`src/rtl/vsdma_wr_arbiter.sv`:
```
// vsdma_wr_arbiter: merges NCH vsdma write request/data ports onto one
// vsdma_to_axi write port. Grants are taken on request rising edges, held for
// a whole burst, arbitrated round-robin or fixed-priority, and abandoned with
// an error pulse if the downstream never acknowledges within TIMEOUT cycles.
module vsdma_wr_arbiter #(
  parameter int NCH     = 4,
  parameter int ADDR_W  = 28,
  parameter int DATA_W  = 256,
  parameter int SIZE_W  = 16,
  parameter int RR_MODE = 1,
  parameter int TIMEOUT = 1023
) (
  input  logic                    ui_clk,
  input  logic                    ui_rst,
  input  logic [NCH*ADDR_W-1:0]   ch_waddr,
  input  logic [NCH-1:0]          ch_wareq,
  input  logic [NCH*SIZE_W-1:0]   ch_wsize,
  input  logic [NCH*DATA_W-1:0]   ch_wdata,
  output logic [NCH-1:0]          ch_wbusy,
  output logic [NCH-1:0]          ch_wrd,
  output logic [ADDR_W-1:0]       m_waddr,
  output logic                    m_wareq,
  output logic [SIZE_W-1:0]       m_wsize,
  input  logic                    m_wbusy,
  output logic [DATA_W-1:0]       m_wdata,
  input  logic                    m_wrd,
  output logic [$clog2(NCH)-1:0]  grant_id,
  output logic                    err_timeout
);

  localparam int ID_W = $clog2(NCH);
  // Counter only has to reach TIMEOUT-1; the REQ cycle that sees that value expires.
  localparam int TO_W = (TIMEOUT > 1) ? $clog2(TIMEOUT) : 1;

  typedef enum logic [1:0] {
    S_IDLE = 2'd0,
    S_REQ  = 2'd1,
    S_BUSY = 2'd2,
    S_DONE = 2'd3
  } state_t;

  state_t            state_q, state_d;
  logic [NCH-1:0]    wareq_prev_q;
  logic [NCH-1:0]    pending_q, pending_d;
  logic [ID_W-1:0]   rr_ptr_q, rr_ptr_d;
  logic [ID_W-1:0]   grant_id_q, grant_id_d;
  logic [ADDR_W-1:0] m_waddr_q, m_waddr_d;
  logic [SIZE_W-1:0] m_wsize_q, m_wsize_d;
  logic [NCH-1:0]    ch_wbusy_q, ch_wbusy_d;
  logic              m_wareq_q, m_wareq_d;
  logic              err_q, err_d;
  logic [TO_W-1:0]   to_cnt_q, to_cnt_d;

  logic [ADDR_W-1:0] waddr_arr [NCH];
  logic [SIZE_W-1:0] wsize_arr [NCH];
  logic [DATA_W-1:0] wdata_arr [NCH];
  logic [NCH-1:0]    rise;
  logic [NCH-1:0]    clr_mask;
  logic              win_valid;
  logic [ID_W-1:0]   win_id;
  logic              to_hit;
  logic              xfer_phase;

  // Split the flat per-channel buses into indexable arrays.
  always_comb begin
    for (int i = 0; i < NCH; i++) begin
      waddr_arr[i] = ch_waddr[i*ADDR_W +: ADDR_W];
      wsize_arr[i] = ch_wsize[i*SIZE_W +: SIZE_W];
      wdata_arr[i] = ch_wdata[i*DATA_W +: DATA_W];
    end
  end

  // Pick the winner among pending channels (round-robin from rr_ptr+1, or lowest index).
  always_comb begin : winner_sel
    int idx;
    win_valid = |pending_q;
    win_id    = '0;
    idx       = 0;
    if (RR_MODE != 0) begin
      // Scan from the farthest candidate down so the closest one after rr_ptr wins.
      for (int k = NCH; k >= 1; k--) begin
        idx = int'(rr_ptr_q) + k;
        if (idx >= NCH) idx = idx - NCH;
        if (pending_q[idx]) win_id = ID_W'(idx);
      end
    end else begin
      for (int i = NCH - 1; i >= 0; i--) begin
        if (pending_q[i]) win_id = ID_W'(i);
      end
    end
  end

  assign rise   = ch_wareq & ~wareq_prev_q;
  assign to_hit = (TIMEOUT != 0) && (to_cnt_q == TO_W'(TIMEOUT - 1));

  // Next-state and registered-output logic of the grant FSM.
  always_comb begin
    // NOTE: every signal gets a default first so no path through the case leaves it unassigned (no latch).
    state_d    = state_q;
    rr_ptr_d   = rr_ptr_q;
    grant_id_d = grant_id_q;
    m_waddr_d  = m_waddr_q;
    m_wsize_d  = m_wsize_q;
    ch_wbusy_d = ch_wbusy_q;
    m_wareq_d  = m_wareq_q;
    err_d      = 1'b0;
    to_cnt_d   = to_cnt_q;
    clr_mask   = '0;

    case (state_q)
      S_IDLE: begin
        if (win_valid) begin
          grant_id_d         = win_id;
          m_waddr_d          = waddr_arr[win_id];
          m_wsize_d          = wsize_arr[win_id];
          ch_wbusy_d         = '0;
          ch_wbusy_d[win_id] = 1'b1;
          m_wareq_d          = 1'b1;
          rr_ptr_d           = win_id;
          clr_mask[win_id]   = 1'b1;
          to_cnt_d           = '0;
          state_d            = S_REQ;
        end
      end
      S_REQ: begin
        if (m_wbusy) begin
          m_wareq_d = 1'b0;
          state_d   = S_BUSY;
        end else if (to_hit) begin
          m_wareq_d  = 1'b0;
          ch_wbusy_d = '0;
          err_d      = 1'b1;
          state_d    = S_IDLE;
        end else begin
          to_cnt_d = to_cnt_q + 1'b1;
        end
      end
      S_BUSY: begin
        if (!m_wbusy) begin
          ch_wbusy_d = '0;
          state_d    = S_DONE;
        end
      end
      S_DONE: begin
        state_d = S_IDLE;
      end
      default: state_d = S_IDLE;
    endcase

    // An edge arriving in the grant cycle is ORed after the clear so it survives.
    pending_d = (pending_q & ~clr_mask) | rise;
  end

  // State and output registers; reset drops every request and output at once.
  always_ff @(posedge ui_clk or posedge ui_rst) begin
    if (ui_rst) begin
      state_q      <= S_IDLE;
      wareq_prev_q <= '0;
      pending_q    <= '0;
      rr_ptr_q     <= ID_W'(NCH - 1);
      grant_id_q   <= '0;
      m_waddr_q    <= '0;
      m_wsize_q    <= '0;
      ch_wbusy_q   <= '0;
      m_wareq_q    <= 1'b0;
      err_q        <= 1'b0;
      to_cnt_q     <= '0;
    end else begin
      // NOTE: non-blocking assignments so every register samples pre-edge values.
      state_q      <= state_d;
      wareq_prev_q <= ch_wareq;
      pending_q    <= pending_d;
      rr_ptr_q     <= rr_ptr_d;
      grant_id_q   <= grant_id_d;
      m_waddr_q    <= m_waddr_d;
      m_wsize_q    <= m_wsize_d;
      ch_wbusy_q   <= ch_wbusy_d;
      m_wareq_q    <= m_wareq_d;
      err_q        <= err_d;
      to_cnt_q     <= to_cnt_d;
    end
  end

  assign xfer_phase = (state_q == S_REQ) || (state_q == S_BUSY);

  // Data path steered by the registered grant; beat strobes only during a burst.
  always_comb begin
    m_wdata = wdata_arr[grant_id_q];
    for (int i = 0; i < NCH; i++) begin
      ch_wrd[i] = m_wrd && xfer_phase && (grant_id_q == ID_W'(i));
    end
  end

  assign ch_wbusy    = ch_wbusy_q;
  assign m_waddr     = m_waddr_q;
  assign m_wsize     = m_wsize_q;
  assign m_wareq     = m_wareq_q;
  assign grant_id    = grant_id_q;
  assign err_timeout = err_q;

endmodule

```
`config.mk`:
```
export PLATFORM = sky130hd
export DESIGN_NAME = vsdma_wr_arbiter
export DESIGN_NICKNAME = d
export VERILOG_FILES = /design/src/rtl/vsdma_wr_arbiter.sv
export SDC_FILE = /design/constraint.sdc
export NUM_CORES = 1
export LEC_CHECK = 0
export CORE_AREA = 2 2 587 589
export CTS_CLUSTER_SIZE = 14
export DETAILED_ROUTE_END_ITERATION = 10
export DIE_AREA = 0 0 589 591
export GPL_TIMING_DRIVEN = 1
export PLACE_DENSITY = 0.3
export SETUP_SLACK_MARGIN = 0.1
export SYNTH_ARGS = -nofsm -noshare
export SYNTH_HDL_FRONTEND = slang
export SYNTH_SLANG_ARGS = --single-unit
```
`constraint.sdc`:
```
create_clock -name ui_clk -period 2 [get_ports ui_clk]
set_input_delay 0.2 -clock ui_clk [delete_from_list [all_inputs] [get_ports ui_clk]]
set_output_delay 0.2 -clock ui_clk [all_outputs]
set_load 0.01 [all_outputs]
```
==> results.md, run 1 <==
* Largest family of logic cells by synthesized area: multiplexers
* Mux contribution to synthesized area at between 50% and 60%
* Share of cells above drive strength 1 at between 40 and 50%
* Synth-to-Final Area Change at 256%
* Antenna violations before repair at around 340
* Worst Path Arrival at 2.38 ns
* Die area at about 350000 µm²
* First-pass GRT wire length at between 300000 and 400000 µm
* Total CTS buffers at 9
* Clk pwr share at under 10%
* Adder-cell share of the synthesized area at less than 1%
* Worst stage delay on the critical path at ~0.66 ns
* Internal power at approximately 28 mW
* Die H at 591 µm
* P_leak at about 13 nW
* Fin cells at just over 7000
* Maximum clock insertion buffer count at 2
* WS Path Type: reg -> out
* Worst-path clk slew at roughly 0.09 ns
* Switching part of the total at about half
* Port Buffers at ~1500
* Post-DRT Antenna Nets at 0
* Mapped Area at ~11000 µm²
* Reg-to-reg slack, setup at -0.13 ns
* Worst-Skew Late Latency at 0.42 ns
* Hpwl dp at 290000 µm
* Sink Count at between 70 and 80
* 1st-iter DRT viols at about 1400
* Synth Area in XOR/XNOR at 0.493%
* Global-route usage over all layers at around 17%
* Core Region at ~340000 µm²
* Worst setup margin at -0.576 ns
* Slew headroom at between 50% and 60%
* Maxcap violations at 0
* Placed cell count at around 7000
* Fin. max-slew vios at 0
* Worst R2R Start: rr_ptr_q[0]$_DFFE_PP1P_
* # hold bufs at CTS at 0
* Fmax at 0.388 GHz
* Synth top area share at a little over half
* Startpoint type of the worst setup path: register
* Worst-path cell chain: buf_16, buf_12, buf_16, buf_12, mux4_2, buf_6
* Power share of the sequential group at 5.0%
* Top-Level Pins at approximately 1500
* Via/cell ratio at around 2.6
* RD Place Congestion at 0.978
* Crit end category: primary output
* Vias post-DR at ~19000
* Setup TNS at -102.62 ns
* Worst-Margin Slew at between 0.6 and 0.7 ns
* Simple-gate share of the synthesized area at 7.78%
* Library cells used by synthesis at 52
* H-tree depth at 3
* Routed WL at approximately 320000 µm
* Mapped Cells at slightly below 800
* Finished Core Util at 11.1%
* Total grt overflow at 0
* Compound-gate portion of the synthesized area at 10.6%
* Status: finished, violations left
* YS warnings at 0
* RSZ-0062 raised after global routing: true
* DRC Markers at 0
* Number of global-route vias before repair at 18400
* R2R Path End: m_waddr[24]$_DFFE_PP0P_
* Initial Util at 3.12%
* Pwr Total at between 50 and 60 mW
* Sequential share of the synthesized area at about 17%
* Row cnt at 215
* Sw Pwr at 27.1 mW
* Register bit total from synthesis at between 70 and 80
* Combinational share of power at between 90% and 100%
* Wire per inst at 43.4 µm
* Crit Path Max Fanout at 8
* Period utilization at 129%
* Clock Skew at around 0.022 ns
* Final Hold Fails at 0
* Pin count of the biggest net entering global routing at 50
* Power density over cell area at 1450 nW/µm²
* Reg2Reg Depth at 7
* Syn nets at 1989
* Top cells by area, synth: mux4_2, dfrtp_1, mux2i_1
* CTS tree: yes
* Avg Inst Size Synth at between 10 and 15 µm²
* Failing checks: setup timing
* Clock root cell: clkbuf_16
* Final setup fails at between 300 and 400
* Peak supply drop at between 0.001 and 0.0015 V
* Critical path required time at ~1.8 ns
* First-pass DRT Iterations at 5
* Leading area contributor after synthesis: mux4_2
* Critical-path top delay cell: mux4_2
* Worst hold path type: in -> async
* Die W at around 590 µm
* Final net count at approximately 3800
* Post-route minimum period at 2.58 ns
==> metrics by stage <==
stage	hold slack, ns	area [µm²]	worst slack (ns)
global placement	0.407	33900	-0.362
global route	0.132	37800	-0.617
detailed placement	0.400	33900	-0.359
floorplan	0.231	10700	0.0662
CTS	0.0827	35600	-0.748
finish	0.137	38000	-0.576
==> worst max-delay path by stage <==
| stage | to | start |
|---|---|---|
| floorplan | to_cnt_q[9]$_DFFE_PP0P_ | register |
| global placement | m_wdata[90] | grant_id[0]$_DFFE_PP0P_ |
| detailed placement | m_wdata[90] | grant_id[0]$_DFFE_PP0P_ |
| CTS | m_wdata[206] | grant_id[0]$_DFFE_PP0P_ |
| global route | m_wdata[91] | grant_id[0]$_DFFE_PP0P_ |
| finish | m_wdata[90] | grant_id[0]$_DFFE_PP0P_ |
==> layer usage <==
| layer | wire (µm) | track usage, % |
|---|---|---|
| met3 | 30100 | 7.23 |
| met5 | 702 | 0 |
| met2 | 152000 | 29.7 |
| met4 | 10500 | 3.89 |
| met1 | 122000 | 19.5 |
==> synth_stat cells, drive strengths merged <==
cell	number
a22o	2
nand2	19
and2	47
a21o	1
nor2b	1
nand3	7
nand4	4
a31o	1
a311o	1
dfstp	2
or2b	1
a221oi	44
nand4b	1
nor4	1
a211oi	45
o31ai	2
o41ai	4
nor3	2
a21bo	1
nor3b	1
buf	64
nor2	63
xor2	6
o21ai	12
mux2i	44
a311oi	1
nand2b	4
dfrtp	72
o211ai	1
inv	11
mux4	256
or4	1
and4	2
or2	1
ha	7
clkbuf	31
and3	5
a21oi	2
o22a	1
a31oi	3
==> repair_timing <==
action,CTS,global route
pin swaps,2,65
gates resized for setup,370,459
setup buffers,63,79
endpoints found under the setup margin,327,334
gates cloned,8,13
==> state kept, by name, summed over array words and instances, names as in the netlist, 2 cells and up, named ones only <==
| register | count |
|---|---|
| to_cnt_q | 10 |
| ch_wbusy | 4 |
| m_waddr | 28 |
| wareq_prev_q | 4 |
| rr_ptr_q | 2 |
| m_wsize | 16 |
| pending_q | 4 |
| grant_id | 2 |
==> cell families after synthesis <==
family / count (synthesis)
multiplexers: 300
adder cells (fa/ha/maj): 7
AO/OA/AOI/OAI: 121
XOR/XNOR: 6
flip-flops: 74
buffers and inverters: 106
AND/OR/NAND/NOR: 160
==> cells in the final DEF (no fill, tap or decap), types with 10 or more instances in the layout <==
cell type,synthesis,layout
diode_2,0,71
nand2_1,18,13
clkbuf_16,0,19
buf_4,6,230
mux4_2,256,256
and2_1,47,46
buf_6,4,191
mux2i_2,0,10
a211oi_2,12,30
buf_8,0,35
buf_12,0,120
dlymetal6s2s_1,0,23
mux2i_4,0,21
buf_16,0,19
buf_2,40,12
a221oi_2,16,30
dlygate4sd2_1,0,12
clkdlybuf4s50_1,0,1250
a211oi_1,32,14
mux2i_1,44,13
clkbuf_2,0,29
nor2_1,62,61
dfrtp_1,72,68
==> worst max-delay path: cells and delay by family (launching register included) <==
| kind | cells | cell delay (ns) |
|---|---|---|
| flops | 1 | 0.46 |
| buf+inv | 5 | 0.77 |
| mux | 1 | 0.66 |
==> layout make-up <==
cell class,instances,area (µm²)
inverter,11,45.0
clock inverter,7,82.6
antenna,71,178
tap,4557,5700
timing repair buffer,1932,20700
fill,39000,304000
clock buffer,9,225
multi-input combinational,594,9180
sequential,74,1860
==> power by group through the flow <==
stage                     logic [mW]  registers (mW)  clock network (mW)
after floorplan                 14.0            2.81                   0
after global routing            52.8            2.86                2.17
final                           50.4            2.76                1.96
after CTS                       45.0            2.77                2.15
after detailed placement        41.6            2.76                   0
after global placement          41.8            2.76                   0
(Power assumes the default switching activity.)
==> run 2, diff against run 1 <==
- CELL_PAD_IN_SITES_DETAIL_PLACEMENT: default -> 2
- CELL_PAD_IN_SITES_GLOBAL_PLACEMENT: default -> 2
- CORE_AREA: 2 2 587 589 -> 2 2 600 602
- DIE_AREA: 0 0 589 591 -> 0 0 602 604
- PLACE_DENSITY: 0.3 -> 0.37
==> run 2 against run 1 <==
Against the previous run:
- the flow still finishes with violations (setup timing)
- combinational power shrank 19%
- sequential share of layout area up 0.39 points
- worst setup slack lost 0.022 ns
- clock skew up 0.015 ns
==> results.md, run 2 (synthesized netlist as in run 1, its figures left out) <==
* Antenna violations before repair at between 300 and 400
* Post-route minimum period at 2.60 ns
* Initial Util at 2.98%
* R2R Path End: m_waddr[17]$_DFFE_PP0P_
* RSZ-0062 raised after global routing: true
* Switching part of the total at around 50%
* Worst R2R Start: pending_q[3]$_DFF_PP0_
* Vias post-DR at between 15000 and 20000
* H-tree depth at 3
* Failing checks: setup timing
* Clock root cell: clkbuf_16
* Critical path required time at about 1.8 ns
* Cell family with most CP delay: buffers and inverters
* Fin cells at about 7300
* Die area at ~360000 µm²
* Routed WL at between 300000 and 400000 µm
* WS Path Type: reg -> out
* Synth-to-Final Area Change at 229%
* DRC Markers at 0
* Maximum clock insertion buffer count at 2
* Critical-path top delay cell: mux4_2
* Most frequent cells in the layout: clkdlybuf4s50_1, mux4_2, buf_4, buf_6, dfrtp_1
* Buf+Inv Stages, Crit Path at 4
* 1st-iter DRT viols at ~1200
* Placed cell count at slightly above 7000
* Top-Level Pins at between 1500 and 2000
* Combinational share of power at 89.6%
* Reg2Reg Depth at 7
* First-pass DRT Iterations at 5
* Multi-input gate area at between 8000 and 9000 µm²
* Pin count of the biggest net entering global routing at 31
* Fin area at 35100 µm²
* Fmax at about 0.38 GHz
* CTS tree: yes
* Period utilization at 130%
* Clock Skew at 0.0370 ns
* Total CTS buffers at 9
* Max reg flops at 28
* Most frequent CP cell: buf_16
* Core Region at ~360000 µm²
* Worst setup margin at -0.598 ns
* Total grt overflow at 0
* Die H at approximately 600 µm
* Final setup fails at roughly 280
* Hpwl dp at ~280000 µm
* Share of cells above drive strength 1 at roughly 34%
* Final net count at 3693
* Worst stage delay on the critical path at around 0.62 ns
* Status: finished, violations left
* Crit end category: primary output
* Post-DP Area at 33200 µm²
* Power density over cell area at roughly 1300 nW/µm²
* Worst-Skew Late Latency at ~0.43 ns
* Crit Path Max Fanout at 12
* Finished Core Util at about a tenth
* Sw Pwr at around 23 mW
* Setup TNS at -104.01 ns
* Final Hold Fails at 0
* Global-route usage over all layers at 16.0%
* Port Buffers at approximately 1500
* Commonest non-fill, non-tap cell in the layout: clkdlybuf4s50_1
* Reg-to-reg slack, setup at -0.11 ns
* Post-DRT Antenna Nets at 0
* Clk pwr share at between 4 and 5%
* Number of global-route vias before repair at 18000
* Row cnt at 220
* Worst hold path type: in -> async
* Internal power at 23.0 mW
* Worst-path cell chain: buf_16, clkbuf_16, buf_16, mux4_2, buf_12
* Sink Count at 74
* Peak supply drop at roughly 0.00060 V
* Fin. max-slew vios at 0
* Hold Slack at between 0.1 and 0.15 ns
* Worst-path clk slew at 0.11 ns
* Power share of the sequential group at 5.9%
* Die W at between 600 and 700 µm
* Wire per inst at roughly 41 µm
* Via/cell ratio at about 2.5
* P_leak at ~12 nW
* RD Place Congestion at 0.986
* Worst-Margin Slew at ~0.50 ns
* Worst Path Arrival at around 2.4 ns
* First-pass GRT wire length at approximately 340000 µm
* Maxcap violations at 0
* Sequential cell area at 1860 µm²
* Fillers at between 40000 and 50000
* Startpoint type of the worst setup path: register
* Slew headroom at 66.3%
[run 2: cell types whose count changed in the layout (fill, tap and decap cells not counted), sizes merged, moves of 2 or more]
cell / previous run / this run
dlymetal6s2s: 23 / 18
clkdlybuf4s50: 1250 / 1258
clkbuf: 48 / 85
buf: 607 / 435
diode: 71 / 73
dlygate4sd2: 12 / 0
[run 2: area by class of cell]
class | instances | area share (%)
Timing Repair Buffer | 1788 | 52.3
Multi-Input combinational cell | 594 | 23.9
Tap cell | 4773 | 17.0
Sequential cell | 74 | 5.30
Clock buffer | 9 | 0.641
Antenna cell | 73 | 0.520
Clock inverter | 7 | 0.239
Inverter | 11 | 0.128
[run 2: metal layers]
layer  part of all wire [%]  GRT usage (%)
met1                     35           16.3
met3                    9.5           6.54
met5                   0.19              0
met2                     53           30.5
met4                    2.4           2.62
[run 2: worst max path at each step]
stage                            start                      end  slack, ns  cells past startpoint
2_1_floorplan                 register  to_cnt_q[9]$_DFFE_PP0P_       0.07                      8
3_3_place_gp   grant_id[0]$_DFFE_PP0P_             m_wdata[194]      -0.34                      4
3_5_place_dp   grant_id[0]$_DFFE_PP0P_             m_wdata[194]      -0.33                      4
4_1_cts        grant_id[0]$_DFFE_PP0P_              m_wdata[78]      -0.78                      5
5_1_grt        grant_id[0]$_DFFE_PP0P_               m_wdata[9]      -0.70                      5
6_report       grant_id[0]$_DFFE_PP0P_              m_wdata[78]      -0.60                      5
[run 2: metrics by stage]
step / total power, mW / setup WS (ns)
after floorplan: 16.8 / 0.0662
after global placement: 41.1 / -0.338
after detailed placement: 41.1 / -0.331
after CTS: 44.8 / -0.778
after global routing: 48.4 / -0.703
final: 45.6 / -0.598
[run 2: power groups by stage]
stage | combinational (mW) | sequential (mW) | clock, mW
2_1_floorplan | 14.0 | 2.81 | 0
6_report | 40.9 | 2.71 | 2.03
3_3_place_gp | 38.3 | 2.73 | 0
5_1_grt | 43.3 | 2.79 | 2.23
3_5_place_dp | 38.4 | 2.76 | 0
4_1_cts | 39.8 | 2.72 | 2.24
[run 2: timing repair]
action / in CTS / in global routing
hold buffers: 0 / 0
resized for setup: 285 / 349
endpoints found under the setup margin: 317 / 325
endpoints found under the hold margin: 0 / 0
cloned: 8 / 9
buffers inserted: 30 / 68
[run 2: worst register-to-register path, stage by stage (launching register included)]
cell and delay [ns]:
dfrtp_1 0.46, buf_4 0.17, o21ai_4 0.21, and3_4 0.30
buf_12 0.17, buf_4 0.22, mux2i_1 0.32, a211oi_1 0.12
